## src/rtl/lc3b_types.sv

```systemverilog
// Shared LC-3b front-end types: machine word, fetch FSM state, queue entry.
// Latency: n/a (types only).
// Backpressure: n/a.
package lc3b_types;

  typedef logic [15:0] lc3b_word;

  typedef enum logic [0:0] {
    FETCH   = 1'b0,
    DISCARD = 1'b1
  } fetch_state_t;

  typedef struct packed {
    lc3b_word pc;
    lc3b_word instr;
  } fetch_entry_t;

endpackage

```

## src/rtl/fetch_queue_if.sv

```systemverilog
// Fetch stage bus: instruction-cache request/response, redirect, decode queue.
// Latency: n/a (wiring only).
// Backpressure: decode throttles through iq_deq; the cache stalls by delaying icache_resp.
// Ports (master = fetch_queue side):
//   icache_read/icache_address out, icache_resp/icache_rdata in,
//   redirect/redirect_pc in, iq_deq in, iq_valid/iq_instr/iq_pc/iq_count out.
interface fetch_queue_if #(
  parameter int DEPTH = 8
);
  import lc3b_types::*;

  localparam int CW = $clog2(DEPTH) + 1;

  logic          icache_read;
  lc3b_word      icache_address;
  logic          icache_resp;
  lc3b_word      icache_rdata;
  logic          redirect;
  lc3b_word      redirect_pc;
  logic          iq_deq;
  logic          iq_valid;
  lc3b_word      iq_instr;
  lc3b_word      iq_pc;
  logic [CW-1:0] iq_count;

  modport master (
    output icache_read, icache_address,
    input  icache_resp, icache_rdata,
    input  redirect, redirect_pc,
    input  iq_deq,
    output iq_valid, iq_instr, iq_pc, iq_count
  );

  modport slave (
    input  icache_read, icache_address,
    output icache_resp, icache_rdata,
    output redirect, redirect_pc,
    output iq_deq,
    input  iq_valid, iq_instr, iq_pc, iq_count
  );

endinterface

```

## src/rtl/fetch_fifo.sv

```systemverilog
// Generic DEPTH-entry FIFO of fetch entries with synchronous flush.
// Latency: a push at edge N is visible at the head after edge N (no bypass).
// Backpressure: push ignored when full, pop ignored when empty; flush wins over both.
// Ports: clk, rst_n; push/wdata, pop, flush in; rdata (head), full, empty, count out.
module fetch_fifo
  import lc3b_types::*;
#(
  parameter int DEPTH = 8
) (
  input  logic                     clk,
  input  logic                     rst_n,
  input  logic                     push,
  input  fetch_entry_t             wdata,
  input  logic                     pop,
  input  logic                     flush,
  output fetch_entry_t             rdata,
  output logic                     full,
  output logic                     empty,
  output logic [$clog2(DEPTH):0]   count
);

  localparam int AW = $clog2(DEPTH);
  localparam int CW = AW + 1;

  logic [AW-1:0] head_q, head_d;
  logic [AW-1:0] tail_q, tail_d;
  logic [CW-1:0] count_q, count_d;
  fetch_entry_t  mem_q [DEPTH];

  logic push_ok;
  logic pop_ok;

  assign full    = (count_q == CW'(DEPTH));
  assign empty   = (count_q == '0);
  assign push_ok = push && !full;
  assign pop_ok  = pop && !empty;

  always_comb begin
    head_d  = head_q;
    tail_d  = tail_q;
    count_d = count_q;
    if (flush) begin
      head_d  = '0;
      tail_d  = '0;
      count_d = '0;
    end else begin
      // DEPTH is a power of two, so pointer overflow is the modulo wrap.
      if (push_ok) tail_d = tail_q + AW'(1);
      if (pop_ok)  head_d = head_q + AW'(1);
      count_d = count_q + {{AW{1'b0}}, push_ok} - {{AW{1'b0}}, pop_ok};
    end
  end

  always_ff @(posedge clk or negedge rst_n) begin
    if (!rst_n) begin
      head_q  <= '0;
      tail_q  <= '0;
      count_q <= '0;
    end else begin
      head_q  <= head_d;
      tail_q  <= tail_d;
      count_q <= count_d;
    end
  end

  // Storage needs no reset: the head is only meaningful while count != 0.
  always_ff @(posedge clk) begin
    if (push_ok && !flush) mem_q[tail_q] <= wdata;
  end

  assign rdata = mem_q[head_q];
  assign count = count_q;

endmodule

```

## src/rtl/fetch_queue.sv

```systemverilog
// Instruction fetch stage: owns the fetch PC, issues one cache read at a time, queues results.
// Latency: response at edge N is at the queue head after edge N; next request rises one cycle later.
// Backpressure: no request is issued while the queue is full; redirect flushes and drops stale data.
// Ports: clk, rst_n; bus (fetch_queue_if.master) carrying the cache, redirect and decode signals.
module fetch_queue
  import lc3b_types::*;
#(
  parameter int       DEPTH    = 8,
  parameter lc3b_word RESET_PC = 16'h0000
) (
  input  logic             clk,
  input  logic             rst_n,
  fetch_queue_if.master    bus
);

  fetch_state_t state_q, state_d;
  lc3b_word     pc_q, pc_d;
  lc3b_word     addr_q, addr_d;
  logic         req_q, req_d;

  logic         push;
  logic         pop;
  logic         start;
  logic         fifo_full;
  logic         fifo_empty;
  fetch_entry_t fifo_wdata;
  fetch_entry_t fifo_rdata;
  logic [$clog2(DEPTH):0] fifo_count;

  // ---------------- FSM: state register ----------------
  always_ff @(posedge clk or negedge rst_n) begin
    if (!rst_n) state_q <= FETCH;
    else        state_q <= state_d;
  end

  // ---------------- FSM: next state ----------------
  always_comb begin
    state_d = state_q;
    unique case (state_q)
      // A redirect with the old request still pending must wait it out;
      // if the response lands in the redirect cycle it is simply dropped.
      FETCH:   if (bus.redirect && req_q && !bus.icache_resp) state_d = DISCARD;
      DISCARD: if (bus.icache_resp) state_d = FETCH;
      default: state_d = FETCH;
    endcase
  end

  // ---------------- FSM: outputs ----------------
  always_comb begin
    push  = 1'b0;
    start = 1'b0;
    pop   = bus.iq_deq && !bus.redirect;
    unique case (state_q)
      FETCH: begin
        push  = req_q && bus.icache_resp && !bus.redirect;
        // Issue is decided from registered state only; a redirect this
        // cycle would change pc, so hold off one cycle.
        start = !req_q && !fifo_full && !bus.redirect;
      end
      DISCARD: begin
        push  = 1'b0;
        start = 1'b0;
      end
      default: begin
        push  = 1'b0;
        start = 1'b0;
      end
    endcase
  end

  // ---------------- PC and request datapath ----------------
  always_comb begin
    pc_d = pc_q;
    if (bus.redirect)  pc_d = {bus.redirect_pc[15:1], 1'b0};
    else if (push)     pc_d = pc_q + 16'd2;

    req_d = req_q;
    if (start)                req_d = 1'b1;
    else if (bus.icache_resp) req_d = 1'b0;

    // The address is latched at issue so it stays put through DISCARD
    // even though pc already holds the redirect target.
    addr_d = start ? pc_q : addr_q;
  end

  always_ff @(posedge clk or negedge rst_n) begin
    if (!rst_n) begin
      pc_q   <= RESET_PC;
      addr_q <= RESET_PC;
      req_q  <= 1'b0;
    end else begin
      pc_q   <= pc_d;
      addr_q <= addr_d;
      req_q  <= req_d;
    end
  end

  // ---------------- Instruction queue ----------------
  always_comb begin
    fifo_wdata       = '0;
    fifo_wdata.pc    = addr_q;
    fifo_wdata.instr = bus.icache_rdata;
  end

  fetch_fifo #(
    .DEPTH (DEPTH)
  ) u_fifo (
    .clk   (clk),
    .rst_n (rst_n),
    .push  (push),
    .wdata (fifo_wdata),
    .pop   (pop),
    .flush (bus.redirect),
    .rdata (fifo_rdata),
    .full  (fifo_full),
    .empty (fifo_empty),
    .count (fifo_count)
  );

  assign bus.icache_read    = req_q;
  assign bus.icache_address = addr_q;
  assign bus.iq_valid       = !fifo_empty;
  assign bus.iq_instr       = fifo_rdata.instr;
  assign bus.iq_pc          = fifo_rdata.pc;
  assign bus.iq_count       = fifo_count;

endmodule

```

## src/flat_wrapper.sv

```systemverilog
// flat-port wrapper written by rule: the top's interface ports become plain ports
module fetch_queue_flat import lc3b_types::*;
#(
  parameter int       DEPTH    = 8,
  parameter lc3b_word RESET_PC = 16'h0000
)
  (clk, rst_n, bus_icache_read, bus_icache_address, bus_icache_resp, bus_icache_rdata, bus_redirect, bus_redirect_pc, bus_iq_deq, bus_iq_valid, bus_iq_instr, bus_iq_pc, bus_iq_count);
  fetch_queue_if #(.DEPTH(DEPTH)) bus_i ();
  input  logic clk;
  input  logic rst_n;
  output wire logic [$bits(bus_i.icache_read)-1:0] bus_icache_read;
  output wire logic [$bits(bus_i.icache_address)-1:0] bus_icache_address;
  input wire logic [$bits(bus_i.icache_resp)-1:0] bus_icache_resp;
  input wire logic [$bits(bus_i.icache_rdata)-1:0] bus_icache_rdata;
  input wire logic [$bits(bus_i.redirect)-1:0] bus_redirect;
  input wire logic [$bits(bus_i.redirect_pc)-1:0] bus_redirect_pc;
  input wire logic [$bits(bus_i.iq_deq)-1:0] bus_iq_deq;
  output wire logic [$bits(bus_i.iq_valid)-1:0] bus_iq_valid;
  output wire logic [$bits(bus_i.iq_instr)-1:0] bus_iq_instr;
  output wire logic [$bits(bus_i.iq_pc)-1:0] bus_iq_pc;
  output wire logic [$bits(bus_i.iq_count)-1:0] bus_iq_count;
  assign bus_icache_read = bus_i.icache_read;
  assign bus_icache_address = bus_i.icache_address;
  assign bus_i.icache_resp = bus_icache_resp;
  assign bus_i.icache_rdata = bus_icache_rdata;
  assign bus_i.redirect = bus_redirect;
  assign bus_i.redirect_pc = bus_redirect_pc;
  assign bus_i.iq_deq = bus_iq_deq;
  assign bus_iq_valid = bus_i.iq_valid;
  assign bus_iq_instr = bus_i.iq_instr;
  assign bus_iq_pc = bus_i.iq_pc;
  assign bus_iq_count = bus_i.iq_count;
  fetch_queue #(.DEPTH(DEPTH), .RESET_PC(RESET_PC)) u_core (.clk(clk), .rst_n(rst_n), .bus(bus_i));
endmodule
```

## config.mk

```make
export PLATFORM = sky130hd
export DESIGN_NAME = fetch_queue_flat
export DESIGN_NICKNAME = d
export VERILOG_FILES = /design/src/rtl/lc3b_types.sv /design/src/rtl/fetch_queue_if.sv /design/src/rtl/fetch_fifo.sv /design/src/rtl/fetch_queue.sv /design/src/flat_wrapper.sv
export SDC_FILE = /design/constraint.sdc
export NUM_CORES = 1
export LEC_CHECK = 0
export ABC_AREA = 0
export CAP_MARGIN = 10
export CORE_MARGIN = 10
export CORE_UTILIZATION = 62
export DETAILED_ROUTE_END_ITERATION = 16
export PLACE_DENSITY_LB_ADDON = 0.2
export SYNTH_ARGS = -nofsm -noshare
export SYNTH_HDL_FRONTEND = slang
export SYNTH_SLANG_ARGS = --single-unit
export TNS_END_PERCENT = 5
```

## constraint.sdc

```tcl
create_clock -name clk -period 6.11 [get_ports clk]
set_input_delay 1.222 -clock clk [delete_from_list [all_inputs] [get_ports clk]]
set_output_delay 1.222 -clock clk [all_outputs]
set_load 0.005 [all_outputs]
```

==> metrics, run 1 <==
status=finished clean; # resized after CTS=0; DR vias=around 5700; Clock Path Buffers=3; Synth Instances=570; CTS tree=done; nets@finish=between 700 and 800; Post-Place Setup Slack=around 1700 ps; IO Count=91; Crit path required time=roughly 4900 ps; Pleak=approximately 4.4 nW; Netlist cell types=44; DRT iter0 DRCs=408; crit-path max FO=47; vias in the first global route=about 6300; CTS H-tree depth=1; final hold vios=0; CTS Buf Count=28; final period utilization=between 70% and 80%; Final TNS setup=0 ps; post-CTS setup buffers=0; crit end category=output pin; Power Density=just over 400 nW/um^2; drc violations=0; number of diodes=0; post-route cell area=approximately 13000 um^2; Die X-Extent=approximately 160 um; Seq/Total Area, Yosys=between 70% and 80%; syn_area_per_cell=roughly 20 um^2; # setup viols final=0; largest area contributor in the netlist=edfxtp_1; Startpoint Class=flop; initial antenna violation count=0; Synth Warn #=0; crit path kind=flop to output pin; Cell Count, Final, Fillers Out=about 900; grt ovf=0; Worst-path clk slew=~60 ps; synth top area cells=edfxtp_1, mux4_2, dfrtp_1, mux2_2, ha_1; Core Area=approximately 18000 um^2; DRT Pass-1 Iters=4; share of layout cells above drive strength 1=between 20% and 30%; Via density=6.16; Routed Antenna Nets=0; final setup margin=1610 ps; area grow syn2layout=18.1%; type of the worst min-delay path=flop to flop; relative slew slack=18.6%; global placer's final weighted congestion=roughly 0.88; Max rail drop VDD=0.274 mV; Yosys reg bits=290; CTS root buffer=clkbuf_16; Cell Area, Synth=11400 um^2; Worst-Margin Slew=1220 ps; Tmin final=4500 ps; share of the synthesized area in the top cell type=65.3%; first-pass GRT wire length=about 36000 um; DP HPWL=~13000 um; # port buffers=87; Layout Skew=about 8.6 ps; Clk Latency, worst-skew pair=roughly 530 ps; Die Y=156 um; CP Data Arrival Time=approximately 3300 ps; placed inst area=12600 um^2; Total GRT Usage=a little under a fifth; fin. max-slew vios=0; Clock Sink Count=between 200 and 300; Hold Buf Count CTS=0; RSZ-0062 raised after global routing=no; placed cells=a little under 900; cell row count=between 40 and 50; Starting Density=63.3%; Routed WL=approximately 22000 um; largest net degree at the start of global routing=48; Final Total Pwr=5.47 mW; die area=roughly 24000 um^2; Peak Freq=about 220 MHz; Max-Cap Viols=0; Avg WL per Cell=24.4 um
sequential cells by signal, summed over array words and instances (netlist names):
name / flops
u_core.bus.icache_address: 15
u_core.u_fifo.count: 4
u_core.state_q: 1
u_core.u_fifo.head_q: 3
u_core.pc_q: 15
u_core.u_fifo.tail_q: 3
u_core.u_fifo.mem_q: 248
u_core.bus.icache_read: 1
routing by layer:
metal / global-route usage (%) / wire length (um)
met3: 3.01 / 1240
met1: 24.1 / 9090
met5: 0 / 0
met2: 32.6 / 11700
met4: 5.12 / 444
power by group:
| part | leakage (nW) | internal (mW) | switching [mW] | total (mW) |
|---|---|---|---|---|
| logic | 1.23 | 0.733 | 0.381 | 1.11 |
| clock network | 0.456 | 1.02 | 0.684 | 1.70 |
| registers | 2.75 | 2.38 | 0.286 | 2.66 |
synthesized netlist by cell type, drive strengths merged:
master,n
edfxtp,248
mux4,62
mux2,43
dfrtp,42
nand2,23
nor2,19
o21ai,16
buf,14
clkbuf,14
inv,11
ha,9
nand3,8
xnor2,7
nand4,6
nor3,6
xor2,6
a21oi,5
a31oi,3
nand2b,3
and2,2
nor2b,2
nor4,2
or3,2
or3b,2
or4,2
a21o,1
a22oi,1
and3,1
and4,1
and4bb,1
conb,1
fa,1
mux2i,1
nand3b,1
nand4bb,1
o21a,1
o221a,1
o31ai,1
through the flow:
stage | util, % | hold slack, ps
finish | 74.8 | 557
global route | 74.8 | 587
detailed placement | 69.6 | 542
floorplan | - | 492
global placement | 69.6 | 513
CTS | 74.8 | 560
final timing paths:
path	start	endpoint	slack, ps	cells past startpoint
max	u_core.u_fifo.head_q[0]	bus_iq_pc[3]	1610	4
max in group asynchronous	rst_n	u_core.u_fifo.head_q[0]	4600	1
max reg2reg	u_core.state_q	u_core.u_fifo.mem_q[0][0]	3120	5
min	u_core.state_q	u_core.state_q	560	2
min in group asynchronous	rst_n	u_core.pc_q[1]	830	1
min reg2reg	u_core.state_q	u_core.state_q	560	2
logic make-up (layout without fill, tap and decap cells):
kind of cell,after synthesis,count (layout),synth area share [%]
xor gates and xnor gates,13,13,0.998
other,1,2,0.0329
and+or+nand+nor,82,82,3.75
muxes,106,106,16.6
DFF,290,290,74.5
AOI/OAI and AO/OA,29,29,1.45
buffers and inverters,39,158,1.58
adders and majority gates,10,10,1.16
area by class of cell:
class                      count  area, um^2
multi-input combinational    242        2790
inverter                      11        41.3
timing repair buffer          95         926
tap                          229         287
fill                         996        4540
clock buffer                  46         872
clock inverter                 6        57.6
sequential                   290        8500
critical path, stage by stage, from the launching register on:
cell and delay, ps:
dfrtp_4 1040, buf_4 380, mux4_2 550, mux2_2 290, clkdlybuf4s50_1 470
placed cells by master (no fill, tap or decap), types with 2 or more instances in the layout:
cell	synthesis	routed
or3_1	2	2
nor2_1	19	13
o21ai_0	14	14
nor4_1	2	2
mux2_2	43	43
nor2b_1	2	2
clkdlybuf4s50_1	0	86
inv_1	11	11
xnor2_1	7	7
nor2_4	0	6
and2_1	2	2
clkinv_2	0	3
xor2_1	6	6
a21oi_1	5	5
mux4_2	62	62
nand2b_1	3	3
nand2_1	23	23
nor3_2	0	2
nand3_1	8	8
edfxtp_1	248	248
or4_1	2	2
ha_1	9	9
buf_4	2	8
clkbuf_8	0	4
nor3_1	6	4
nand4_1	5	5
clkbuf_1	14	11
o21ai_1	2	2
clkbuf_16	0	31
a31oi_1	3	3
dfrtp_1	42	39
conb_1	1	2
dfrtp_2	0	2
No activity file was read; power rests on OpenSTA's default activity.
==> inputs of run 2 (changes only) <==
CORE_UTILIZATION = 58   (was 62)
clock period = 4.47 ns   (was 6.11 ns; I/O delays follow)
==> run 2 against run 1 <==
Register-to-register slack got worse by 1300 ps. Final area increased by 1.6%. Clock power increased by 39%. Clock skew increased by 0.87 ps. First-iteration DRC count increased by 9.1%. Global-route usage decreased by 1.1 points. Utilization decreased by 4.2 points. Die area increased by 6.0%. Critical path depth unchanged. Routed wire length increased by 1.0%. Critical path type unchanged. Critical endpoint is now bus_iq_pc[15]. Largest cell class unchanged. Highest routed layer unchanged.
==> metrics, run 2 (same netlist as run 1, synthesis figures left out) <==
status=finished clean; crit path kind=flop to output pin; DRT Pass-1 Iters=4; Storage cell area=~8500 um^2; post-CTS setup buffers=0; met2 usage=between 30% and 40%; final period utilization=87.8%; Power Density=between 500 and 600 nW/um^2; M3 GR Usage=approximately 3.3%; Gate power share=between 20% and 30%; commonest non-fill, non-tap cell in the layout=edfxtp_1; relative slew slack=36.4%; layout filler cell count=roughly 1200; Crit path required time=~3600 ps; vias in the first global route=6086; Hold Slack=506 ps; Clock Sink Count=290; Die X-Extent=~160 um; clock power share=31.3%; part of the power in registers=about 48%; global placer's final weighted congestion=approximately 0.9; nets@finish=roughly 730; Clock Path Buffers=3; Pleak=between 4 and 5 nW; Layout Skew=about 9.5 ps; Cell Count, Final, Fillers Out=967; Tmin final=3930 ps; Hold Buf Count CTS=0; DRT iter0 DRCs=approximately 450; Via density=roughly 5.8; crit-path max FO=34; first-pass GRT wire length=between 30000 and 40000 um; Multi-input gate area=about 2800 um^2; area grow syn2layout=20.0%; Worst-path clk slew=around 60 ps; Die Y=between 150 and 200 um; largest net degree at the start of global routing=between 40 and 50; share of layout cells above drive strength 1=25.6%; Startpoint Class=flop; drc violations=0; IO Count=91; DP HPWL=approximately 14000 um; crit end category=output pin; fin. max-slew vios=0; Worst-Margin Slew=around 950 ps; grt ovf=0; Starting Density=between 50% and 60%; number of diodes=0; Final Total Pwr=between 7 and 8 mW; # port buffers=87; Most Crowded Layer GR=met2; placed cells=between 900 and 1000; CTS root buffer=clkbuf_16; initial antenna violation count=0; commonest cells after routing, fill and taps aside=edfxtp_1, clkdlybuf4s50_1, mux4_2; Avg WL per Cell=~23 um; switching share of power=24.7%; Total GRT Usage=between 10% and 20%; # resized after CTS=0; final hold vios=0; grt met1 use=around 23%; switching power=between 1.5 and 2 mW; CTS H-tree depth=1; CTS Buf Count=29; Max rail drop VDD=~0.44 mV; Clk Latency, worst-skew pair=between 500 and 600 ps; # setup viols final=0; CP Data Arrival Time=approximately 3000 ps; die area=25700 um^2; RSZ-0062 raised after global routing=no; largest register by flop count=u_core.u_fifo.mem_q; type of the worst min-delay path=input port to asynchronous set/reset pin; Routed WL=between 20000 and 25000 um; max reg flops=between 200 and 250; Max-Cap Viols=0; cell row count=approximately 50; Final TNS setup=0 ps; DR vias=around 5600; post-layout util=70.6%; Routed Antenna Nets=0; Peak Freq=255 MHz; CTS tree=done; Int Pwr=5.69 mW; Core Area=19400 um^2
==> run 2: cell types whose count changed in the layout (fill, tap and decap cells not counted), sizes merged <==
cell	before	now
buf	9	21
inv	12	11
bufinv	1	3
clkbuf	46	39
clkinvlp	0	1
clkinv	4	9
==> run 2: path summary, 6_finish.rpt <==
check | cells past startpoint | from | to | slack [ps]
max in group asynchronous | 1 | rst_n | u_core.u_fifo.head_q[0] | 3270
hold reg to reg | 1 | u_core.pc_q[12] | u_core.bus.icache_address[12] | 560
hold / removal | 1 | rst_n | u_core.state_q | 510
setup reg to reg | 11 | u_core.u_fifo.count[2] | u_core.u_fifo.count[2] | 1870
min in group clk | 1 | u_core.pc_q[12] | u_core.bus.icache_address[12] | 560
setup / recovery | 4 | u_core.u_fifo.head_q[0] | bus_iq_pc[15] | 540
==> run 2: area by class of cell <==
cell class                      count  share of cell area, %
Clock buffer                       39                   5.79
Sequential cell                   290                   62.1
Tap cell                          265                   2.42
Clock inverter                     13                   1.09
Inverter                           11                  0.302
Timing Repair Buffer              107                   7.88
Multi-Input combinational cell    242                   20.4
==> run 2: power groups by stage <==
stage	combinational [mW]	sequential (mW)	clock, mW
floorplan	1.00	3.46	0
global placement	1.58	3.62	0
detailed placement	1.61	3.65	0
CTS	1.63	3.60	2.41
global route	1.73	3.64	2.53
finish	1.60	3.59	2.36
==> run 2: stage by stage <==
step | setup slack, ps | instance area [um^2]
detailed placement | 904 | 12700
floorplan | 183 | 11400
CTS | 478 | 13700
finish | 544 | 13700
global placement | 956 | 12700
global route | 385 | 13700
==> run 2: critical path: stages, from the launching register on <==
cell and delay [ps]:
dfrtp_4 880, buf_12 280, mux4_2 520, mux2_2 310, clkdlybuf4s50_1 480
==> run 2: routing by layer <==
layer  up-vias  wire [um]
li1       2504          -
met1      2892       8880
met2       205      11800
met3        29       1710
met4         0        333
met5         -          0
